--- config.mk ---
export PLATFORM = sky130hd
export DESIGN_NAME = adder_sub_8bit
export DESIGN_NICKNAME = d
export VERILOG_FILES = /design/src/rtl/adder_sub_8bit.sv
export SDC_FILE = /design/constraint.sdc
export NUM_CORES = 1
export LEC_CHECK = 0
export CORE_UTILIZATION = 37
export CTS_CLUSTER_DIAMETER = 200
export DETAILED_ROUTE_END_ITERATION = 16
export PLACE_DENSITY = 0.87
export SLEW_MARGIN = 20
export SYNTH_ARGS = -nofsm -noshare
export SYNTH_HDL_FRONTEND = slang
export SYNTH_SLANG_ARGS = --single-unit
--- constraint.sdc ---
create_clock -name clk -period 0.8 [get_ports clk]
set_clock_uncertainty 0.05 [all_clocks]
set_input_delay 0.08 -clock clk [delete_from_list [all_inputs] [get_ports clk]]
set_output_delay 0.08 -clock clk [all_outputs]
set_load 0.1 [all_outputs]
--- src/rtl/adder_sub_8bit.sv ---
// Registered 8-bit two's-complement adder/subtractor with carry-out and
// signed-overflow flags. One select line chooses A+B (sel=0) or A-B (sel=1);
// Z, Cout and V are captured together one clock after their operands.
module adder_sub_8bit (
    input  logic       clk,
    input  logic       rst,
    input  logic [7:0] A,
    input  logic [7:0] B,
    input  logic       sel,
    output logic [7:0] Z,
    output logic       Cout,
    output logic       V
);

    localparam int unsigned W = 8;

    logic [W-1:0] z_d;
    logic [W-1:0] z_q;
    logic         cout_d;
    logic         cout_q;
    logic         v_d;
    logic         v_q;

    // Ripple-carry chain of full-adder cells; subtract inverts B and injects carry-in.
    always_comb begin : p_datapath
        logic [W:0]   carry;
        logic [W-1:0] b_eff;
        logic [W-1:0] sum;

        carry    = '0;
        sum      = '0;
        b_eff    = B ^ {W{sel}};
        carry[0] = sel;
        for (int i = 0; i < int'(W); i++) begin
            sum[i]     = A[i] ^ b_eff[i] ^ carry[i];
            carry[i+1] = (A[i] & b_eff[i]) | (carry[i] & (A[i] ^ b_eff[i]));
        end

        z_d    = sum;
        cout_d = carry[W];
        // Overflow when the carry into the sign bit differs from the carry out of it.
        v_d    = carry[W-1] ^ carry[W];
    end

    // Output registers; result and both flags always refer to the same operand set.
    always_ff @(posedge clk or posedge rst) begin
        if (rst) begin
            z_q    <= '0;
            cout_q <= 1'b0;
            v_q    <= 1'b0;
        end else begin
            z_q    <= z_d;
            cout_q <= cout_d;
            v_q    <= v_d;
        end
    end

    assign Z    = z_q;
    assign Cout = cout_q;
    assign V    = v_q;

endmodule

Yosys cells after proc, flatten, opt, wreduce, memory -nomap -nowiden. Index checks and enable logic that the tools add are counted.

Bitwise logic cells: 42.

Operators by type and width (count): $xor A1 B1 Y1 (17); $and A1 B1 Y1 (16); $or A1 B1 Y1 (8); $xor A8 B8 Y8 (1).

Input bits: 19. Register bits after elaboration: 10. Output and inout bits: 10. Logic and storage cells: 45.

Longest topological paths before layout.
Word-level depth: 19. Mapped depth: 12. Gate-level depth less buffers: 11.

Worst setup path after synthesis. Ideal clock, no wire load.

Path type: input-to-reg. From: input sel. To: register z_q[7] (netlist: Z[7]). Data required time: 614 ps. Arrival: 2984 ps. Setup time: 136 ps. Slack: -2370 ps. Path buffers: 1. Cell stages on the path: 11. Path through: buf_6 -> xor2_1 -> fa_1 -> inv_1 -> fa_1 -> fa_1 -> fa_1 -> fa_1 -> fa_1 -> inv_1 -> fa_1.

Longest elaborated chain between the ends: 17. Elaborated cells between the ends (all ways): 31. Classes of those cells: bitwise (31).

RTL lines: from (decl) (line 9) `input logic sel,`; $xor A8 B8 Y8 (line 32) `b_eff = B ^ {W{sel}};`; $xor A1 B1 Y1 (line 36) `carry[i+1] = (A[i] & b_eff[i]) | (carry[i] & (A[i] ^ b_eff[i]));`; $and A1 B1 Y1 (line 36); $or A1 B1 Y1 (line 36); $and A1 B1 Y1 (line 36); $or A1 B1 Y1 (line 36); $and A1 B1 Y1 (line 36); $or A1 B1 Y1 (line 36); [... 2 more ...]; $and A1 B1 Y1 (line 36); $or A1 B1 Y1 (line 36); $and A1 B1 Y1 (line 36); $or A1 B1 Y1 (line 36); $and A1 B1 Y1 (line 36); $or A1 B1 Y1 (line 36); $xor A1 B1 Y1 (*) (line 35) `sum[i] = A[i] ^ b_eff[i] ^ carry[i];`; named net p_datapath.sum[7] (line 28) `logic [W-1:0] sum;`; to (signal assigned) (line 52) `z_q <= z_d;`; to (decl) (line 18) `logic [W-1:0] z_q;`.

The timed path passes the listed nets; every way through them passes the cells marked *.

Worst setup path after layout.
From: input B[1]. To: register z_q[7] (netlist: Z[7]).

Longest elaborated chain between the ends: 15. Elaborated cells between the ends (all ways): 16. Classes of those cells: bitwise (16).

RTL lines: from (decl) (line 8) `input logic [7:0] B,`; $xor A8 B8 Y8 (*) (line 32); $xor A1 B1 Y1 (line 36); $and A1 B1 Y1 (line 36); $or A1 B1 Y1 (*) (line 36); $and A1 B1 Y1 (*) (line 36); $or A1 B1 Y1 (*) (line 36); $and A1 B1 Y1 (*) (line 36); $or A1 B1 Y1 (*) (line 36); $and A1 B1 Y1 (*) (line 36); $or A1 B1 Y1 (*) (line 36); $and A1 B1 Y1 (*) (line 36); $or A1 B1 Y1 (*) (line 36); $and A1 B1 Y1 (*) (line 36); $or A1 B1 Y1 (*) (line 36); $xor A1 B1 Y1 (*) (line 35); named net p_datapath.sum[7] (line 28).

Marks and branches as above.

==> results.py <==
metrics = {
    "detailed_routing": {
        "drtIter0Drc": 1,
        "routedWlPerCell_um": 11.8,
        "first_pass_iters": 2,
        "num_vias": 373,
        "vias_per_cell": 4.05,
        "detail-route-antenna-nets": 0,
        "drc": 0,
        "drt-total-wl_um": 1090,
    },
    "sta": {
        "drv_slew": 0,
        "fin_crit_ns": 2.72,
        "setup_viol": 19,
        "tightest_slew_ns": 0.378,
        "rsz0062_at_grt": "yes",
        "fin_crit_sh_pct": 340,
        "max_freq_ghz": 0.368,
        "hold_viol": 0,
        "setup_ws_ns": -1.92,
        "slew_headroom_pct": 74.8,
    },
    "yosys": {
        "synth_cell_types": 7,
        "synth_top_cells_by_count": "inv_1 (13), dfrtp_1 (10), fa_1 (7), xnor2_1 (6), xor2_1 (3)",
        "yosysMostFrequentCell": "inv_1",
        "synth_edf_count": 0,
        "ys_seq_area_share_pct": 46.3,
        "synth_largest_area_cell": "dfrtp_1",
        "synth_area_sq_um": 541,
        "ys_ff_latch": 10,
        "syn_nets": 67,
        "synth_ff_type": "dfrtp_1",
        "syn_area_per_cell_sq_um": 13.2,
        "yosysTopAreaCellShare_pct": 46.3,
        "async_reset_ff_share_pct": 100,
        "yosysWarnings": 0,
        "syn_inst": 41,
        "synth.area.top_cells": "dfrtp_1 (46%), fa_1 (26%), xnor2_1 (9.7%), inv_1 (9.0%), xor2_1 (4.9%)",
    },
    "power_and_ir_drop": {
        "p_leak_nw": 0.476,
        "p_clk_share_pct": 11.9,
        "powerDensity_mw_per_mm2": 2950,
        "p_switching_w": 0.00148,
        "swShare_pct": 48.4,
        "internal_power_w": 0.00158,
        "p_total_w": 0.00306,
        "comb_power_share_pct": 63.0,
        "sequentialPowerShare_pct": 25.0,
        "ir_drop_v": 0.00136,
    },
    "floorplanning": {
        "initial_utilization_pct": 40.5,
        "die_w_um": 40.2,
        "die_y_um": 40.2,
        "rows": 13,
        "ios": 29,
        "coreArea_sq_mm": 0.00133,
        "die_area_sq_mm": 0.00162,
    },
    "layout": {
        "nets": 104,
        "utilization_pct": 77.9,
        "diodes": 0,
        "drive_gt1_share_pct": 63.6,
        "syn2layout_area_growth_pct": 92.1,
    },
    "status": {
        "violations": "negative setup slack",
        "outcome": "complete, but fails checks",
    },
    "setup_path": {
        "crit_family": "adder cells",
        "startpoint_type": "input port",
        "cp.arrival_ns": 2.81,
        "path_max_fanout": 2,
        "endpoint_kind": "register",
        "crit_slowest_cell": "fa_2",
        "path_cells": "buf_6, xor2_2, fa_2, inv_2, fa_2, fa_2, fa_2, fa_2, fa_2, inv_2, fa_2",
        "required_ns": 0.89,
        "worst_path_most_repeated_cell": "fa_2",
        "crit_buf_inv": 3,
        "path_class": "in -> reg",
        "max_stage_delay_ns": 0.41,
    },
    "grt": {
        "antenna_found_initial": 0,
        "grt_pass1_wl_um": 1520,
        "grt_use_total_pct": 16.0,
        "met2_usage_pct": 22.6,
        "grt-ovfl-total": 0,
        "grt_max_degree": 11,
        "grt_pass1_vias": 346,
        "busiest_layer": "met2",
        "grt_util_met1_pct": 21.2,
        "met3_usage_pct": 1.67,
    },
    "job": {
        "cap_viol_max_count": 0,
    },
    "place": {
        "gp_congestion": 0.727,
        "port_buffers": 28,
        "hpwl_um": 818,
    },
    "cts": {
        "cts_tree": "yes",
        "cts_buffers": 3,
        "cts_root_buf": "clkbuf_4",
        "clock-sinks": 10,
        "path_clk_slew_ns": 0.06,
        "cts_buffer_depth": 2,
        "htree_num_levels": 1,
    },
    "worst_hold_path": {
        "hold_class": "in -> async",
    },
}
cells by family after synthesis:
logic type / share of synthesized area (%)
muxes: 2.08
buffers and inverters: 11.1
adders and majority gates: 25.9
DFF: 46.3
xor gates and xnor gates: 14.6
state kept, by name (all words and copies together), names as in the netlist:
signal,flops
Cout,1
V,1
Z,8
power groups by stage:
stage	clock, W	combinational (W)	sequential [W]
after floorplan	0	0.000222	0.00166
after global placement	0	0.00187	0.000769
after detailed placement	0	0.00190	0.000771
after CTS	0.000369	0.00193	0.000769
after global routing	0.000411	0.00202	0.000776
final	0.000365	0.00193	0.000767
metrics by stage:
| step | hold slack (ns) | instance area [sq um] | setup TNS, ns | std cells | setup slack [ns] |
|---|---|---|---|---|---|
| 3_5_place_dp | 0.344 | 995 | -16.89 | 87 | -2.64 |
| 2_1_floorplan | -0.130 | 586 | -12.38 | 41 | -2.13 |
| 4_1_cts | 0.0501 | 1030 | -13.69 | 92 | -2.21 |
| 5_1_grt | 0.0547 | 1040 | -12.46 | 92 | -1.97 |
| 6_report | 0.0513 | 1040 | -11.92 | 92 | -1.92 |
| 3_3_place_gp | 0.308 | 995 | -16.68 | 87 | -2.61 |
cell type report:
| type | instances | area [sq um] |
|---|---|---|
| Timing Repair Buffer | 33 | 417 |
| Inverter | 13 | 48.8 |
| Sequential cell | 10 | 262 |
| Fill cell | 84 | 295 |
| Tap cell | 15 | 18.8 |
| Multi-Input combinational cell | 17 | 267 |
| Clock buffer | 4 | 26.3 |
routing by layer:
layer,up-vias,share of wire [%]
met1,168,42
li1,182,-
met3,5,5.3
met2,18,49
met5,-,0
met4,0,3.4
cells in the final DEF, fill, tap and decap left out:
cell,n
clkdlybuf4s50_1,11
dfrtp_2,9
clkbuf_4,3
buf_2,1
dlygate4sd2_1,2
dfrtp_1,1
mux2_4,1
fa_2,7
xor2_2,1
inv_2,8
dlymetal6s2s_1,1
buf_6,3
inv_1,5
xnor2_1,5
xor2_1,2
buf_12,10
xnor2_2,1
clkbuf_1,1
buf_4,5
worst max path at each step:
stage / end / slack, ns / depth (start not counted) / startpoint
4_1_cts: Z[7] / -2.21 / 11 / B[0]
3_3_place_gp: Z[7] / -2.61 / 11 / sel
2_1_floorplan: Z[7] / -2.13 / 11 / sel
6_report: Z[7] / -1.92 / 11 / B[1]
3_5_place_dp: Z[7] / -2.64 / 11 / sel
5_1_grt: Z[7] / -1.97 / 11 / B[1]
what timing repair did:
action                     4_1_cts  5_1_grt
hold buffers                     0        0
gates resized for setup         26        6
pin swaps                        8        9
buffers inserted                 1        0
setup endpoints to repair       19       19
Power figures use the tool's default switching activity.
